[config.mk]
export PLATFORM = sky130hd
export DESIGN_NAME = riscv_idu_issue_ctl_flat
export DESIGN_NICKNAME = d
export VERILOG_FILES = /design/src/rtl/riscv_idu_issue_ctl_pkg.sv /design/src/rtl/riscv_idu_issue_ctl_if.sv /design/src/rtl/riscv_idu_issue_ctl_opcode_legal.sv /design/src/rtl/riscv_idu_issue_ctl.sv /design/src/flat_wrapper.sv
export SDC_FILE = /design/constraint.sdc
export NUM_CORES = 1
export LEC_CHECK = 0
export ABC_CLOCK_PERIOD_IN_PS = 7100
export CORE_ASPECT_RATIO = 1.75
export CORE_MARGIN = 2
export CORE_UTILIZATION = 50
export DETAILED_ROUTE_END_ITERATION = 12
export HOLD_SLACK_MARGIN = 0.15
export PLACE_DENSITY = 0.78
export SLEW_MARGIN = 25
export SYNTH_ARGS = -nofsm -noshare
export SYNTH_HDL_FRONTEND = slang
export SYNTH_SLANG_ARGS = --single-unit
[constraint.sdc]
create_clock -name clock -period 7.1 [get_ports clock]
set_input_delay 1.42 -clock clock [delete_from_list [all_inputs] [get_ports clock]]
set_output_delay 1.42 -clock clock [all_outputs]
set_load 0.01 [all_outputs]
[src/rtl/riscv_idu_issue_ctl_pkg.sv]
// ---------------------------------------------------------------------------
// riscv_pkg
//   Shared definitions for the IFU -> IDU issue controller:
//     - RV32I major opcode values (instr[6:2])
//     - fifo_entry_t : one buffered instruction {addr, data, defined}
//     - issue_state_t: issue FSM states {RUN, RECOVER}
//   No ports (package only).
// ---------------------------------------------------------------------------
package riscv_pkg;

  // RV32I major opcodes, i.e. instr[6:2] of a 32-bit encoding (instr[1:0]==2'b11)
  localparam logic [4:0] OPC_LOAD     = 5'b00000;
  localparam logic [4:0] OPC_MISC_MEM = 5'b00011;
  localparam logic [4:0] OPC_OP_IMM   = 5'b00100;
  localparam logic [4:0] OPC_AUIPC    = 5'b00101;
  localparam logic [4:0] OPC_STORE    = 5'b01000;
  localparam logic [4:0] OPC_OP       = 5'b01100;
  localparam logic [4:0] OPC_LUI      = 5'b01101;
  localparam logic [4:0] OPC_BRANCH   = 5'b11000;
  localparam logic [4:0] OPC_JALR     = 5'b11001;
  localparam logic [4:0] OPC_JAL      = 5'b11011;
  localparam logic [4:0] OPC_SYSTEM   = 5'b11100;

  // One buffered instruction; the legality flag is resolved at enqueue time
  // so the dispatch side never has to decode.
  typedef struct packed {
    logic [31:0] addr;
    logic [31:0] data;
    logic        defined;
  } fifo_entry_t;

  // RECOVER is the single bubble cycle that follows a flush.
  typedef enum logic {
    RUN     = 1'b0,
    RECOVER = 1'b1
  } issue_state_t;

endpackage : riscv_pkg

[src/rtl/riscv_idu_issue_ctl_if.sv]
// ---------------------------------------------------------------------------
// riscv_idu_issue_ctl_if
//   Handshake bundle between fetch (IFU), the issue controller and the decode
//   output stage (IDU).
//   Signals:
//     ifu_vld / ifu_rdy         fetch-side valid/ready
//     ifu_addr / ifu_data       fetch PC and instruction word
//     idu_vld / idu_rdy         decode-side valid/ready
//     idu_seq                   sequence number of the presented instruction
//     idu_addr / idu_data       presented PC and instruction word
//     idu_defined               presented opcode is legal RV32I
//   Modports:
//     slave  - the issue controller
//     master - the environment driving fetch and consuming decode
// ---------------------------------------------------------------------------
interface riscv_idu_issue_ctl_if #(
  parameter int SEQ_W = 64
);

  logic             ifu_vld;
  logic             ifu_rdy;
  logic [31:0]      ifu_addr;
  logic [31:0]      ifu_data;

  logic             idu_vld;
  logic             idu_rdy;
  logic [SEQ_W-1:0] idu_seq;
  logic [31:0]      idu_addr;
  logic [31:0]      idu_data;
  logic             idu_defined;

  modport slave (
    input  ifu_vld, ifu_addr, ifu_data, idu_rdy,
    output ifu_rdy, idu_vld, idu_seq, idu_addr, idu_data, idu_defined
  );

  modport master (
    output ifu_vld, ifu_addr, ifu_data, idu_rdy,
    input  ifu_rdy, idu_vld, idu_seq, idu_addr, idu_data, idu_defined
  );

endinterface : riscv_idu_issue_ctl_if

[src/rtl/riscv_idu_issue_ctl_opcode_legal.sv]
// ---------------------------------------------------------------------------
// riscv_opcode_legal
//   Combinational RV32I major-opcode legality check.
//   Ports:
//     i_opcode  [6:0]  low 7 bits of the instruction word
//     o_defined        1 when the word is a 32-bit encoding with an RV32I
//                      major opcode
//   Only the opcode field is needed, so the caller passes just instr[6:0].
// ---------------------------------------------------------------------------
module riscv_opcode_legal
  import riscv_pkg::*;
(
  input  logic [6:0] i_opcode,
  output logic       o_defined
);

  // Compressed/other-length encodings (instr[1:0] != 2'b11) are never legal
  // here; otherwise the major opcode must be one of the eleven RV32I groups.
  always_comb begin
    o_defined = 1'b0;
    if (i_opcode[1:0] == 2'b11) begin
      case (i_opcode[6:2])
        OPC_LOAD, OPC_MISC_MEM, OPC_OP_IMM, OPC_AUIPC, OPC_STORE, OPC_OP,
        OPC_LUI, OPC_BRANCH, OPC_JALR, OPC_JAL, OPC_SYSTEM: o_defined = 1'b1;
        default:                                            o_defined = 1'b0;
      endcase
    end
  end

endmodule : riscv_opcode_legal

[src/rtl/riscv_idu_issue_ctl.sv]
// ---------------------------------------------------------------------------
// riscv_idu_issue_ctl
//   Issue controller between fetch and the decode output stage. Buffers
//   fetched instructions in an in-order FIFO, tags each with an RV32I opcode
//   legality flag, stamps every dispatched instruction with a contiguous
//   sequence number and drops everything in flight on a flush.
//
//   Parameters:
//     DEPTH  FIFO entries (power of two, >= 2)
//     SEQ_W  sequence counter width
//   Ports:
//     clock      rising-edge clock
//     reset      synchronous, active-high; wins over flush
//     flush      discard all buffered instructions this cycle
//     bus        riscv_idu_issue_ctl_if.slave (IFU and IDU handshakes)
//     occupancy  registered count of valid FIFO entries
//
//   Build option:
//     RISCV_IDU_BYPASS_EN  when defined, an instruction arriving at an empty
//                          FIFO in RUN is presented to the IDU in the same
//                          cycle (0-cycle latency) and, if accepted, is never
//                          written into the FIFO. When undefined there is no
//                          combinational fetch-to-decode path.
// ---------------------------------------------------------------------------
module riscv_idu_issue_ctl
  import riscv_pkg::*;
#(
  parameter int DEPTH = 2,
  parameter int SEQ_W = 64
) (
  input  logic                         clock,
  input  logic                         reset,
  input  logic                         flush,
  riscv_idu_issue_ctl_if.slave         bus,
  output logic [$clog2(DEPTH+1)-1:0]   occupancy
);

  localparam int PTR_W = $clog2(DEPTH);
  localparam int CNT_W = $clog2(DEPTH + 1);
  localparam logic [CNT_W-1:0] FULL_CNT = CNT_W'(DEPTH);

  issue_state_t     r_state;
  issue_state_t     w_stateNext;
  fifo_entry_t      r_mem [DEPTH];
  logic [PTR_W-1:0] r_head;
  logic [PTR_W-1:0] r_tail;
  logic [CNT_W-1:0] r_count;
  logic [SEQ_W-1:0] r_seq;

  logic        w_defined;
  fifo_entry_t w_inEntry;
  fifo_entry_t w_headEntry;
  logic        w_ifuRdy;
  logic        w_fifoValid;
  logic        w_bypass;
  logic        w_iduVld;
  logic        w_enq;
  logic        w_deq;
  logic        w_bypassFire;
  logic        w_store;
  logic        w_pop;

  // Legality is decoded once on the way in and stored with the entry.
  riscv_opcode_legal u_opcodeLegal (
    .i_opcode  (bus.ifu_data[6:0]),
    .o_defined (w_defined)
  );

  // Incoming entry assembled from the fetch bus plus its legality flag.
  always_comb begin
    w_inEntry         = '0;
    w_inEntry.addr    = bus.ifu_addr;
    w_inEntry.data    = bus.ifu_data;
    w_inEntry.defined = w_defined;
  end

  assign w_headEntry = r_mem[r_head];

  // Fetch is refused while full even if a dispatch frees a slot this cycle,
  // so idu_rdy never reaches ifu_rdy combinationally.
  assign w_ifuRdy = (r_state == RUN) && (r_count < FULL_CNT) && !flush && !reset;

  // Head-of-FIFO presentation; reset also masks it so outputs read as idle
  // for the whole reset window.
  assign w_fifoValid = (r_state == RUN) && (r_count != '0) && !flush && !reset;

`ifdef RISCV_IDU_BYPASS_EN
  // Empty FIFO in RUN: forward the fetch bus straight to decode.
  assign w_bypass = (r_state == RUN) && (r_count == '0) && bus.ifu_vld && !flush && !reset;
`else
  assign w_bypass = 1'b0;
`endif

  assign w_iduVld     = w_fifoValid || w_bypass;
  assign w_enq        = bus.ifu_vld && w_ifuRdy;
  assign w_deq        = w_iduVld && bus.idu_rdy;
  // A bypassed instruction that is accepted immediately never occupies a slot.
  assign w_bypassFire = w_bypass && bus.idu_rdy;
  assign w_store      = w_enq && !w_bypassFire;
  assign w_pop        = w_deq && w_fifoValid;

  // Decode-side outputs: head entry, else the bypassed fetch, else all zero.
  // The sequence number is always visible, independent of idu_vld.
  always_comb begin
    bus.idu_addr    = '0;
    bus.idu_data    = '0;
    bus.idu_defined = 1'b0;
    if (w_fifoValid) begin
      bus.idu_addr    = w_headEntry.addr;
      bus.idu_data    = w_headEntry.data;
      bus.idu_defined = w_headEntry.defined;
    end else if (w_bypass) begin
      bus.idu_addr    = w_inEntry.addr;
      bus.idu_data    = w_inEntry.data;
      bus.idu_defined = w_inEntry.defined;
    end
  end

  assign bus.ifu_rdy = w_ifuRdy;
  assign bus.idu_vld = w_iduVld;
  assign bus.idu_seq = r_seq;
  assign occupancy   = r_count;

  // Entry storage carries no reset: validity is tracked purely by r_count,
  // so stale contents are never observable.
  always_ff @(posedge clock) begin
    if (w_store) begin
      r_mem[r_tail] <= w_inEntry;
    end
  end

  // Pointers, count and sequence number. Flush empties the FIFO but keeps
  // the sequence number, so dropped instructions never consume a value.
  // Pointers are exactly PTR_W bits, so wrap modulo DEPTH is free.
  always_ff @(posedge clock) begin
    if (reset) begin
      r_head  <= '0;
      r_tail  <= '0;
      r_count <= '0;
      r_seq   <= '0;
    end else if (flush) begin
      r_head  <= '0;
      r_tail  <= '0;
      r_count <= '0;
    end else begin
      if (w_store) begin
        r_tail <= r_tail + PTR_W'(1);
      end
      if (w_pop) begin
        r_head <= r_head + PTR_W'(1);
      end
      if (w_store && !w_pop) begin
        r_count <= r_count + CNT_W'(1);
      end else if (w_pop && !w_store) begin
        r_count <= r_count - CNT_W'(1);
      end
      if (w_deq) begin
        r_seq <= r_seq + SEQ_W'(1);
      end
    end
  end

  // FSM state register; reset lands in RUN even if flush is also high.
  always_ff @(posedge clock) begin
    if (reset) begin
      r_state <= RUN;
    end else begin
      r_state <= w_stateNext;
    end
  end

  // A flush always leads to one RECOVER bubble; a flush during RECOVER
  // extends it by another cycle.
  always_comb begin
    w_stateNext = r_state;
    case (r_state)
      RUN:     if (flush) w_stateNext = RECOVER;
      RECOVER: w_stateNext = flush ? RECOVER : RUN;
      default: w_stateNext = RUN;
    endcase
  end

endmodule : riscv_idu_issue_ctl

[src/flat_wrapper.sv]
// flat-port wrapper written by rule: the top's interface ports become plain ports
module riscv_idu_issue_ctl_flat import riscv_pkg::*;
#(
  parameter int DEPTH = 2,
  parameter int SEQ_W = 64
)
  (clock, reset, flush, occupancy, bus_ifu_vld, bus_ifu_addr, bus_ifu_data, bus_idu_rdy, bus_ifu_rdy, bus_idu_vld, bus_idu_seq, bus_idu_addr, bus_idu_data, bus_idu_defined);
  riscv_idu_issue_ctl_if #(.SEQ_W(SEQ_W)) bus_i ();
  input  logic clock;
  input  logic reset;
  input  logic flush;
  output logic [$clog2(DEPTH+1)-1:0] occupancy;
  input wire logic [$bits(bus_i.ifu_vld)-1:0] bus_ifu_vld;
  input wire logic [$bits(bus_i.ifu_addr)-1:0] bus_ifu_addr;
  input wire logic [$bits(bus_i.ifu_data)-1:0] bus_ifu_data;
  input wire logic [$bits(bus_i.idu_rdy)-1:0] bus_idu_rdy;
  output wire logic [$bits(bus_i.ifu_rdy)-1:0] bus_ifu_rdy;
  output wire logic [$bits(bus_i.idu_vld)-1:0] bus_idu_vld;
  output wire logic [$bits(bus_i.idu_seq)-1:0] bus_idu_seq;
  output wire logic [$bits(bus_i.idu_addr)-1:0] bus_idu_addr;
  output wire logic [$bits(bus_i.idu_data)-1:0] bus_idu_data;
  output wire logic [$bits(bus_i.idu_defined)-1:0] bus_idu_defined;
  assign bus_i.ifu_vld = bus_ifu_vld;
  assign bus_i.ifu_addr = bus_ifu_addr;
  assign bus_i.ifu_data = bus_ifu_data;
  assign bus_i.idu_rdy = bus_idu_rdy;
  assign bus_ifu_rdy = bus_i.ifu_rdy;
  assign bus_idu_vld = bus_i.idu_vld;
  assign bus_idu_seq = bus_i.idu_seq;
  assign bus_idu_addr = bus_i.idu_addr;
  assign bus_idu_data = bus_i.idu_data;
  assign bus_idu_defined = bus_i.idu_defined;
  riscv_idu_issue_ctl #(.DEPTH(DEPTH), .SEQ_W(SEQ_W)) u_core (.clock(clock), .reset(reset), .flush(flush), .bus(bus_i), .occupancy(occupancy));
endmodule
==> Word level (Yosys, flattened, before mapping) <==
Memories as Yosys holds them, arrays and structs flattened. A register that Yosys moved wholly into a read port is not among the register bits.
Cells that the tools add are included.
{ "classes": {"n_addsub": 5, "mul": 0, "n_div": 0, "order_cmp": 1, "eq_ne": 1, "n_shift": 0, "n_mux": 11, "bitwise_logic": 2, "n_reduce_logical": 19} }
{ "ops": {"columns": ["operator", "count"], "rows": [
  ["$add 64x1->64 const B", 1],
  ["$mux 32", 2],
  ["$logic_and 1x1->1", 11],
  ["$mux 1", 7],
  ["$logic_not 1->1", 4],
  ["$mux 2", 2],
  ["$reduce_bool 2->1", 2],
  ["$add 1x1->1 const B", 2],
  ["$add 2x1->2 const B", 1],
  ["$eq 2x2->1 const B", 1],
  ["$lt 2x2->1 const B", 1],
  ["$not 1->1", 2],
  ["$reduce_and 2->1", 1],
  ["$reduce_or 2->1", 1],
  ["$sub 2x1->2 const B", 1]
]} }
{ "word_totals": {"ff_bits": 69, "latchBits": 0, "ram_bits": 130, "rom_bits": 32, "inputBits": 69, "output_inout_bits": 133, "elab_cells": 46, "n_memories": 2} }
{ "memory_table": {"columns": ["memory", "depth", "word_bits", "rd", "rd_ports_with_merged_regs", "write_ports", "line_no", "rtl"], "rows": [
  ["u_core.r_mem", 2, 65, 1, 1, 1, "riscv_idu_issue_ctl.sv:44", "fifo_entry_t r_mem [DEPTH];"],
  ["(name not given)", 32, 1, 1, 0, 0, "riscv_idu_issue_ctl_opcode_legal.sv:22", "case (i_opcode[6:2])"]
]} }

==> Logic depth before layout (Yosys ltp) <==
Gate-level depths: netlist of run 1.
{ "logic_depth": {"word_depth": 9, "mapped_depth": 10, "mapped_depth_nobuf": 9} }

==> By module <==
A second synthesis of run 1 with hierarchy kept.
{ "unflattened": {"cells_unflattened": 704, "area_unflattened_um2": 8406.8} }
{ "modules_own_cells": {"columns": ["module", "instances", "cells_each", "area_per_inst_um2", "seq_area_each_um2"], "rows": [
  ["riscv_idu_issue_ctl", 1, 693, 8326.7, 5305.1],
  ["riscv_opcode_legal", 1, 11, 80.1, 0.0]
]} }

==> Worst setup path after synthesis of run 1 <==
OpenSTA, ideal clock, no wires.
{ "synth_timing": {"path_kind": "input -> register", "start": "input port reset", "end": "memory u_core.r_mem[0][0] (netlist name), enable pin", "setup_time_ns": 0.488, "t_arrival_ns": 5.020, "required_ns": 6.612, "setup_slack_ns": 1.591, "path_stages": 5, "n_path_buf": 1, "path_cell_list": "buf_2 > or3_1 > nor2_1 > nand2_1 > nor2_1"} }
{ "synth_between": {"elab_chain_cells": 5} }
{ "synth_rtl": {"columns": ["element", "line_no", "rtl"], "rows": [
  ["start, declared", "flat_wrapper.sv:10", "input logic reset;"],
  ["$logic_not 1->1", "riscv_idu_issue_ctl.sv:81", "assign w_ifuRdy = (r_state == RUN) && (r_count < FULL_CNT) && !flush && !reset;"],
  ["$logic_and 1x1->1", "riscv_idu_issue_ctl.sv:81", null],
  ["via bus_ifu_rdy", "flat_wrapper.sv:17", "output wire logic [$bits(bus_i.ifu_rdy)-1:0] bus_ifu_rdy;"],
  ["$logic_and 1x1->1", "riscv_idu_issue_ctl.sv:95", "assign w_enq = bus.ifu_vld && w_ifuRdy;"],
  ["$mux 1", "riscv_idu_issue_ctl.sv:127", "if (w_store) begin"],
  ["$mux 1 (implied by the code)", "riscv_idu_issue_ctl.sv:128", "r_mem[r_tail] <= w_inEntry;"],
  ["end, declared", "riscv_idu_issue_ctl.sv:44", null]
]} }
The timed path passes the listed nets, and every way through them passes these cells.

==> Worst setup path after layout of run 1 <==
{ "layout_timing": {"start": "input port flush", "end": "output port bus_idu_data[4]"} }
{ "layout_between": {"elab_chain_cells": 4} }
{ "layout_rtl": {"columns": ["element", "line_no", "rtl"], "rows": [
  ["start, declared", "flat_wrapper.sv:11", "input logic flush;"],
  ["$logic_not 1->1", "riscv_idu_issue_ctl.sv:85", "assign w_fifoValid = (r_state == RUN) && (r_count != '0) && !flush && !reset;"],
  ["$logic_and 1x1->1 (2 in a row)", "riscv_idu_issue_ctl.sv:85", null],
  ["$mux 32", "riscv_idu_issue_ctl.sv:108", "if (w_fifoValid) begin"],
  ["end, declared", "flat_wrapper.sv:21", "output wire logic [$bits(bus_i.idu_data)-1:0] bus_idu_data;"]
]} }
Every way passes these cells.

==> metrics.md, run 1 <==
| Metric | Value |
|---|---|
| Status | `completed` |
| Clk_lat worst skew | `0.43 ns` |
| Syn nets | `768` |
| Die Wd | `102 µm` |
| Sw Pwr | `0.000467 W` |
| Number of CTS-inserted buffers | `17` |
| Critical path class | `input pin to output port` |
| HP Class | `flop to flop` |
| Period Utilization, post-route | `0.746` |
| Yosys warning total | `0` |
| CP peak stage delay | `0.57 ns` |
| Wire length per cell | `18.2 µm` |
| Initial antenna violation count | `0` |
| CP Cell Sequence | `clkdlybuf4s50_1, or3_1, or2_2, buf_4, nor2_1, clkdlybuf4s50_1` |
| P_leak | `3.49 nW` |
| Chip height | `175 µm` |
| Hold Slack | `0.502 ns` |
| Asr flop ratio synth | `0` |
| WP data arrival | `3.88 ns` |
| CP required | `5.68 ns` |
| Critical path depth | `6` |
| Worst slew margin | `0.408` |
| Routability-driven placement congestion ratio | `0.853` |
| Most used DFF post-synth | `edfxtp_1` |
| Cells after synthesis | `696` |
| Post-CTS Resized | `0` |
| CTS tree | `built` |
| H-tree Lvls | `4` |
| Setup Buffers After CTS | `0` |
| CTS Sinks | `200` |
| Top cell type's share of synthesized area | `0.467` |
| Area delta synth->final | `33.9%` |
| Share of cells above drive strength 1 | `0.0522` |
| Largest net degree at the start of global routing | `72` |
| Compound-Gate Fraction of Synth Area | `0.0543` |
| Worst path bufs/invs | `3` |
| Endpoint class of the critical path | `output port` |
| Place WS | `1.82 ns` |
| Clock slew seen by the registers of the worst setup and hold paths | `0.07 ns` |
| Comb pwr share | `0.035` |
| Worst-Margin Slew | `0.888 ns` |
| Post-CTS Hold Buffers | `0` |
| Nets | `960` |
| Mean Syn Cell Area | `12.0 µm²` |
| VDD IR max | `0.000172 V` |
| Post-Synth Simple-Gate Area | `0.176` |
| Final Hold Fails | `0` |
| Vias | `6239` |
| Crit path top cell by count | `clkdlybuf4s50_1` |
| Vias/cell | `5.55` |
| Diodes inserted | `0` |
| Final setup viols | `0` |
| Core Area | `16400 µm²` |
| Largest family of logic cells by synthesized area | `simple AND/OR/NAND/NOR gates` |
| Slew Viols, Final | `0` |
| Total Negative Setup Slacks | `0 ns` |
| Net Sw Frac | `0.198` |
| Post-synthesis mux area share | `0.0790` |
| Yosys reg bits | `200` |
| Max frequency | `189 MHz` |
| Clock power share | `0.434` |
| DP HPWL | `14100 µm` |
| Highest-delay cell along the critical path | `clkdlybuf4s50_1` |
| Final-layout fill cell count | `1231` |
| Register area share after synthesis | `0.634` |
| Worst Hold Path Cells | `2` |
| Max-cap violations | `0` |
| First-pass GRT wire length | `32300 µm` |
| Final Util | `0.684` |
| Int Pwr | `0.00189 W` |
| Clock Path Buffers | `2` |
| Global Route Usage Sum | `0.232` |
| # rows | `62` |
| Final WS setup | `1.80 ns` |
| Dominant cell by count in the synthesized netlist | `edfxtp_1` |
| Starting density of the core | `0.511` |
| Area leader, netlist | `edfxtp_1` |
| Mapped Area | `8360 µm²` |
| Vias in the first global route | `6268` |
| CP delay by family, top | `buffers and inverters` |
| Port bufs | `201` |
| Worst R2R Path Depth | `5` |
| CP startpoint kind | `input pin` |
| Final wirelength | `20500 µm` |
| Global route overflow | `0` |
| Post-synthesis cell type count | `34` |
| Synth Area in Adders | `0.00449` |
| Fin Clk Skew | `0.0121 ns` |
| Final min period | `5.30 ns` |
| Post-route ant nets | `0` |
| EDFF count, synth | `130` |
| DRC viols | `0` |
| Drt initial violations | `293` |
| RSZ-0062 raised after global routing | `false` |
| Crit Path Max Fanout | `66` |
| PwrDens | `210 nW/µm²` |
| Post-Place Cells | `1093` |
| Xor and xnor area share after synthesis | `0.0314` |
| Fin cells | `1124` |
| CTS root buf | `clkbuf_16` |
| Sequential power share | `0.532` |
| I/O pin count | `202` |
| Top cells by area, synth | `edfxtp_1 (47%), dfxtp_1 (17%), mux2i_1 (7.9%), nor2_1 (4.5%), a21oi_1 (2.5%)` |
| Top post-synthesis cells by count | `edfxtp_1 (130), nor2_1 (101), dfxtp_1 (70), mux2i_1 (66), a21oi_1 (41)` |
| Pre-Repair DR Iteration Count | `6` |
| Die area | `17800 µm²` |
[worst paths after layout]
path | from | endpoint | slack [ns]
setup / recovery | flush | bus_idu_data[4] | 1.80
hold / removal | u_core.bus.idu_seq[63] | u_core.bus.idu_seq[63] | 0.50
setup reg to reg | u_core.r_state | u_core.bus.idu_seq[30] | 4.04
hold reg to reg | u_core.bus.idu_seq[63] | u_core.bus.idu_seq[63] | 0.50
[power groups by stage]
stage	registers [W]	clock network (W)	logic, W
3_5_place_dp	0.00128	0	0.0000814
2_1_floorplan	0.00128	0	0.0000244
5_1_grt	0.00125	0.00108	0.0000886
3_3_place_gp	0.00128	0	0.0000776
6_report	0.00125	0.00102	0.0000819
4_1_cts	0.00125	0.00104	0.0000825
[worst register-to-register path, cell delays in order, from the launching register on]
cell and delay, ns:
dfxtp_1 0.31, or4b_4 0.52, nor3b_4 0.59, nand3_1 0.69
or4_1 0.70, a21oi_1 0.17
[logic make-up (layout without fill, tap and decap cells)]
logic type | count (synthesis) | in the layout
compound gates | 80 | 80
xor+xnor | 30 | 30
fa+ha+maj | 3 | 3
buf+inv | 44 | 248
flops | 200 | 200
mux | 66 | 66
simple gates | 273 | 273
[cells in the final DEF (no fill, tap or decap), types with 2 or more instances in the layout]
| master | instances |
|---|---|
| clkdlybuf4s50_1 | 200 |
| edfxtp_1 | 130 |
| nor2_1 | 100 |
| dfxtp_1 | 69 |
| mux2i_1 | 66 |
| a21oi_1 | 41 |
| nand2_1 | 33 |
| nand4_1 | 25 |
| o31ai_1 | 21 |
| or4_1 | 21 |
| nand3_1 | 20 |
| or3_1 | 18 |
| xnor2_1 | 17 |
| o21ai_0 | 17 |
| clkbuf_16 | 17 |
| nor3_1 | 13 |
| xor2_1 | 13 |
| and4_1 | 10 |
| inv_1 | 10 |
| nor4_1 | 7 |
| and3_1 | 6 |
| buf_4 | 5 |
| and2_1 | 4 |
| bufinv_16 | 4 |
| inv_6 | 4 |
| nand4b_1 | 3 |
| ha_1 | 3 |
| nor2b_1 | 2 |
| nand4bb_4 | 2 |
| nor4_2 | 2 |
[sequential cells by signal, summed over array words and instances, names as in the netlist, named ones only]
name,cells
u_core.bus.idu_seq,64
u_core.occupancy,2
u_core.r_state,1
u_core.r_head,1
u_core.r_mem,130
u_core.r_tail,1
[through the flow]
stage / power, W / area [µm²]
6_report: 0.00236 / 11200
5_1_grt: 0.00242 / 11200
4_1_cts: 0.00237 / 11200
3_5_place_dp: 0.00136 / 10600
3_3_place_gp: 0.00135 / 10600
2_1_floorplan: 0.00130 / 8360
[metal layers]
layer / vias to the layer above / GRT usage / share of wire / wire length (µm)
li1: 2967 / - / - / -
met1: 2968 / 0.259 / 0.37 / 7570
met2: 260 / 0.410 / 0.53 / 10800
met3: 44 / 0.0604 / 0.071 / 1460
met4: 0 / 0.0963 / 0.031 / 629
met5: - / 0 / 0 / 0
[final cells by class]
class                      count  area [µm²]  share of cell area
tap                          224         280              0.0250
sequential                   200        5310               0.474
multi-input combinational    452        2900               0.259
clock buffer                  18         429              0.0383
timing repair buffer         207        2060               0.184
clock inverter                13         191              0.0171
inverter                      10        37.5             0.00335
Power figures use the tool's default switching activity.
==> run 2, diff against run 1 <==
- ABC_CLOCK_PERIOD_IN_PS: 7100 -> 4390
- CORE_UTILIZATION: 50 -> 45
- PLACE_DENSITY: 0.78 -> 0.74
- clock period: 7.1 -> 4.39 ns (I/O delays scaled with it)
==> run 2 against run 1 <==
  * Largest power group unchanged
  * Non-clock buffer count grew 5
  * Die area up 11%
  * Worst hold slack got worse by 0.0066 ns
  * Register-to-register slack got worse by 2.3 ns
  * Critical path depth unchanged
  * Clock power grew 46%
==> metrics.md, run 2 (synthesis gave the netlist of run 1 again) <==
| Metric | Value |
|---|---|
| CP peak stage delay | `0.57 ns` |
| Global Route Usage Sum | `0.200` |
| WP data arrival | `3.12 ns` |
| Worst slew margin | `0.389` |
| # rows | `66` |
| Status | `completed` |
| Final wirelength | `19200 µm` |
| Die area | `19700 µm²` |
| Max frequency | `250 MHz` |
| Worst-Margin Slew | `0.909 ns` |
| H-tree Lvls | `4` |
| Chip height | `184 µm` |
| Global route overflow | `0` |
| Total Negative Setup Slacks | `0 ns` |
| Starting density of the core | `0.454` |
| Die Wd | `107 µm` |
| Highest-delay cell along the critical path | `clkdlybuf4s50_1` |
| Crit Path Max Fanout | `66` |
| PwrDens | `325 nW/µm²` |
| Port bufs | `201` |
| Pre-Repair DR Iteration Count | `4` |
| Post-route ant nets | `0` |
| CTS Sinks | `200` |
| Most common cell after layout, fill and taps aside | `clkdlybuf4s50_1` |
| Vias | `6090` |
| Final min period | `4.00 ns` |
| Clk_lat worst skew | `0.43 ns` |
| Worst R2R Path Depth | `5` |
| P_leak | `3.48 nW` |
| Clock slew seen by the registers of the worst setup and hold paths | `0.07 ns` |
| Wire length per cell | `16.9 µm` |
| Dpl cell area | `10700 µm²` |
| Fin Clk Skew | `0.0124 ns` |
| Crit path top cell by count | `clkdlybuf4s50_1` |
| VDD IR max | `0.000217 V` |
| Vias in the first global route | `5887` |
| CP Cell Sequence | `clkdlybuf4s50_1, or3_1, or2_2, buf_4, nor2_1, clkdlybuf4s50_1` |
| DRC viols | `0` |
| R2R Setup Slk | `1.75 ns` |
| Max reg flops | `130` |
| Drt initial violations | `242` |
| Largest net degree at the start of global routing | `71` |
| Final WS setup | `0.391 ns` |
| Nets | `965` |
| Core Area | `18400 µm²` |
| Hold path start | `u_core.bus.idu_seq[63]` |
| CTS root buf | `clkbuf_16` |
| Hold Slack | `0.495 ns` |
| Endpoint class of the critical path | `output port` |
| Vias/cell | `5.33` |
| Setup Buffers After CTS | `0` |
| CP startpoint kind | `input pin` |
| Post-CTS Resized | `0` |
| Place WS | `0.384 ns` |
| Share of cells above drive strength 1 | `0.0586` |
| First-pass GRT wire length | `30600 µm` |
| Final setup viols | `0` |
| Cell area after layout | `11200 µm²` |
| I/O pin count | `202` |
| CP required | `3.51 ns` |
| Diodes inserted | `0` |
| Worst Hold Path Cells | `2` |
| Max-cap violations | `0` |
| Number of CTS-inserted buffers | `17` |
| HP Class | `flop to flop` |
| Routability-driven placement congestion ratio | `0.841` |
| Critical R2R Launch | `u_core.bus.idu_seq[21]` |
| R2r endpoint | `u_core.bus.idu_seq[55]` |
| Critical path class | `input pin to output port` |
| DP HPWL | `13400 µm` |
| Largest Register | `u_core.r_mem` |
| Final Hold Fails | `0` |
| RSZ-0062 raised after global routing | `false` |
| Clock Path Buffers | `2` |
| Slew Viols, Final | `0` |
| CTS tree | `built` |
| Area delta synth->final | `34.2%` |
| Initial antenna violation count | `0` |
| Period Utilization, post-route | `0.911` |
| Worst Hold End | `u_core.bus.idu_seq[63]` |
| Most frequent cells in the layout | `clkdlybuf4s50_1 (200), edfxtp_1 (130), nor2_1 (100)` |
| Post-CTS Hold Buffers | `0` |
run 2: metrics by stage:
step	total power [W]	cells	util
floorplan	0.00211	696	-
global placement	0.00219	1112	0.579
detailed placement	0.00220	1112	0.579
CTS	0.00369	1142	0.610
global route	0.00377	1142	0.610
finish	0.00365	1142	0.610
run 2: cell type report:
| cell class | count | area, µm² |
|---|---|---|
| well taps | 238 | 298 |
| repair buffers | 212 | 2130 |
| flip-flops and latches | 200 | 5310 |
| inverters | 10 | 37.5 |
| fillers | 1526 | 7190 |
| clock buffers | 17 | 425 |
| multi-input cells | 452 | 2900 |
| clock inverters | 13 | 135 |
run 2: worst max-delay path: cells and delay by family:
| kind | cells | cell delay (ns) |
|---|---|---|
| and+or+nand+nor | 3 | 0.91 |
| buffers and inverters | 3 | 1.30 |
run 2: how the worst max path moves through the flow:
stage | start | end | slack, ns | depth (start not counted)
after floorplan | reset | u_core.r_mem[0][0] | 0.51 | 5
after global placement | flush | bus_idu_addr[24] | 0.40 | 6
after detailed placement | flush | bus_idu_addr[24] | 0.38 | 6
after CTS | flush | bus_idu_addr[24] | 0.38 | 6
after global routing | flush | bus_idu_data[4] | 0.28 | 6
final | flush | bus_idu_addr[21] | 0.39 | 6
run 2: report_power, final:
group / switching, W / leakage, nW / internal (W)
registers: 0.00000520 / 1.74 / 0.00202
clock network: 0.000698 / 0.263 / 0.000793
logic: 0.0000582 / 1.47 / 0.0000747
run 2: layer usage:
| layer | GRT usage | wire (µm) |
|---|---|---|
| met1 | 0.233 | 7800 |
| met2 | 0.348 | 9750 |
| met3 | 0.0537 | 1240 |
| met4 | 0.0784 | 459 |
| met5 | 0 | 0 |
==> run 3, diff against run 2 <==
- ABC_AREA: not set -> 1
- CORE_UTILIZATION: 45 -> 46
==> run 3 against run 2 <==
  * Via count is 24% higher
  * Global-route usage is 4.3 points higher
  * Non-clock buffer count is 3 lower
  * Critical path type unchanged
  * Register-to-register slack better by 0.25 ns
  * Clock power hardly changed
  * Area after synthesis is 5.7% higher
  * Design area is 4.2% higher
  * Worst hold slack worse by 0.0087 ns
  * Utilization is 0.53 points higher
==> metrics.md, run 3 <==
| Metric | Value |
|---|---|
| Status | `completed` |
| Period Utilization, post-route | `0.882` |
| Endpoint class of the critical path | `output port` |
| Fin cells | `1459` |
| Largest net degree at the start of global routing | `66` |
| Cells after synthesis | `1008` |
| Post-route ant nets | `0` |
| Mapped Area | `8840 µm²` |
| Hold Slack | `0.487 ns` |
| Slew Viols, Final | `0` |
| Critical path class | `input pin to output port` |
| Final min period | `3.87 ns` |
| WP data arrival | `2.99 ns` |
| Hold path start | `u_core.r_head` |
| Starting density of the core | `0.465` |
| Post-synthesis cell type count | `29` |
| Fin Clk Skew | `0.0118 ns` |
| Post-Place Cells | `1427` |
| P_leak | `3.95 nW` |
| I/O pin count | `202` |
| Top cell type's share of synthesized area | `0.441` |
| Mean Syn Cell Area | `8.77 µm²` |
| First-pass GRT wire length | `37500 µm` |
| Worst-Margin Slew | `0.686 ns` |
| CTS root buf | `clkbuf_16` |
| Max reg flops | `130` |
| Syn nets | `1080` |
| Port bufs | `201` |
| M1 GR Usage | `0.252` |
| # rows | `67` |
| Number of CTS-inserted buffers | `17` |
| Routability-driven placement congestion ratio | `0.947` |
| VDD IR max | `0.000241 V` |
| Area leader, netlist | `edfxtp_1` |
| HP Class | `flop to flop` |
| Share of cells above drive strength 1 | `0.0525` |
| CTS tree | `built` |
| Die Wd | `109 µm` |
| Wire length per cell | `16.6 µm` |
| Most used DFF post-synth | `edfxtp_1` |
| CP required | `3.51 ns` |
| Initial antenna violation count | `1` |
| Chip height | `187 µm` |
| Asr flop ratio synth | `0` |
| GRT busiest layer | `met2` |
| CP startpoint kind | `input pin` |
| Top cells by area, synth | `edfxtp_1 (44%), dfxtp_1 (16%), nand2_1 (14%), nor2_1 (7.3%), a21oi_1 (5.7%)` |
| Final wirelength | `24200 µm` |
| Area delta synth->final | `32.4%` |
| GR Util met3 | `0.0648` |
| Yosys warning total | `0` |
| Core Area | `19000 µm²` |
| PwrDens | `315 nW/µm²` |
| Crit Path Max Fanout | `41` |
| Pre-Repair DR Iteration Count | `4` |
| Vias/cell | `5.16` |
| Grt met2 use | `0.435` |
| RSZ-0062 raised after global routing | `false` |
| Clock Path Buffers | `2` |
| Clock slew seen by the registers of the worst setup and hold paths | `0.07 ns` |
| Drt initial violations | `411` |
| Global Route Usage Sum | `0.243` |
| Most frequent cells in the layout | `nand2_1 (325), clkdlybuf4s50_1 (201), nor2_1 (169)` |
| Diodes inserted | `0` |
| EDFF count, synth | `130` |
| Global route overflow | `0` |
| Final setup viols | `0` |
| DRC viols | `0` |
| Top post-synthesis cells by count | `nand2_1 (325), nor2_1 (171), edfxtp_1 (130), a21oi_1 (100), dfxtp_1 (70)` |
| Post-CTS Hold Buffers | `0` |
| Die area | `20400 µm²` |
| Vias in the first global route | `7234` |
| Largest Register | `u_core.r_mem` |
| Register area share after synthesis | `0.600` |
| Setup Buffers After CTS | `0` |
| Max-cap violations | `0` |
| Yosys reg bits | `200` |
| DP HPWL | `17700 µm` |
| CTS Sinks | `200` |
| Post-CTS Resized | `0` |
| Final Hold Fails | `0` |
| Critical R2R Launch | `u_core.occupancy[0]` |
| Nets | `1277` |
| H-tree Lvls | `4` |
| Worst slew margin | `0.543` |
| Max frequency | `258 MHz` |
| Dominant cell by count in the synthesized netlist | `nand2_1` |
| Critical Path Start | `flush` |
| Most common cell after layout, fill and taps aside | `nand2_1` |
| Vias | `7522` |
| Clk_lat worst skew | `0.43 ns` |
[run 3: cell count changes after synthesis, sizes merged, moves of 18 or more]
cell / delta
mux2i: -66
nand2: +297
o31ai: -21
a21oi: +59
or3: -18
or4: -21
inv: +52
nor2: +85
[run 3: critical path, cell delays in order]
cell,delay (ns)
clkdlybuf4s50_1,0.53
nor2_8,0.21
nand3_4,0.33
buf_12,0.30
a21oi_1,0.17
clkdlybuf4s50_1,0.56
[run 3: cells by family (layout without fill, tap and decap cells)]
group,count (synthesis),count (layout),share of synthesized area
AOI/OAI and AO/OA,125,125,0.0724
and+or+nand+nor,574,574,0.269
xor gates and xnor gates,13,13,0.0129
buffers and inverters,93,303,0.0415
adders and majority gates,3,3,0.00425
DFF,200,200,0.600
[run 3: through the flow]
| stage | setup WS, ns | setup TNS, ns | util | cell area (µm²) | total power, W |
|---|---|---|---|---|---|
| finish | 0.520 | 0 | 0.615 | 11700 | 0.00369 |
| global route | 0.369 | 0 | 0.615 | 11700 | 0.00381 |
| CTS | 0.487 | 0 | 0.615 | 11700 | 0.00372 |
| detailed placement | 0.499 | 0 | 0.585 | 11100 | 0.00221 |
| global placement | 0.585 | 0 | 0.585 | 11100 | 0.00220 |
| floorplan | -0.560 | -72.81 | - | 8840 | 0.00212 |
[run 3: cell type report]
class                   count  area, µm²
fillers                  1632       7330
flip-flops and latches    200       5310
multi-input cells         715       3190
repair buffers            209       2110
clock buffers              19        433
well taps                 241        302
inverters                  62        233
clock inverters            13        135
[run 3: metal layers]
| metal | vias up | wire length, µm |
|---|---|---|
| met5 | - | 19 |
| met4 | 2 | 1280 |
| met3 | 63 | 1540 |
| met2 | 273 | 12600 |
| met1 | 3470 | 8790 |
| li1 | 3714 | - |
[run 3: path summary, 6_finish.rpt]
kind                                 end  slack (ns)  depth (start not counted)
setup reg to reg  u_core.bus.idu_seq[55]        2.00                         10
hold / removal                      flop        0.49                          2
hold reg to reg                     flop        0.49                          2
setup / recovery        bus_idu_data[23]        0.52                          6
[run 3: report_power, final]
group          leakage, nW  internal, W  total (W)  switching [W]
Clock                0.274     0.000802    0.00152       0.000718
Sequential            1.74      0.00202    0.00202     0.00000479
Combinational         1.94    0.0000767   0.000142      0.0000653
Total                 3.95      0.00290    0.00369       0.000788
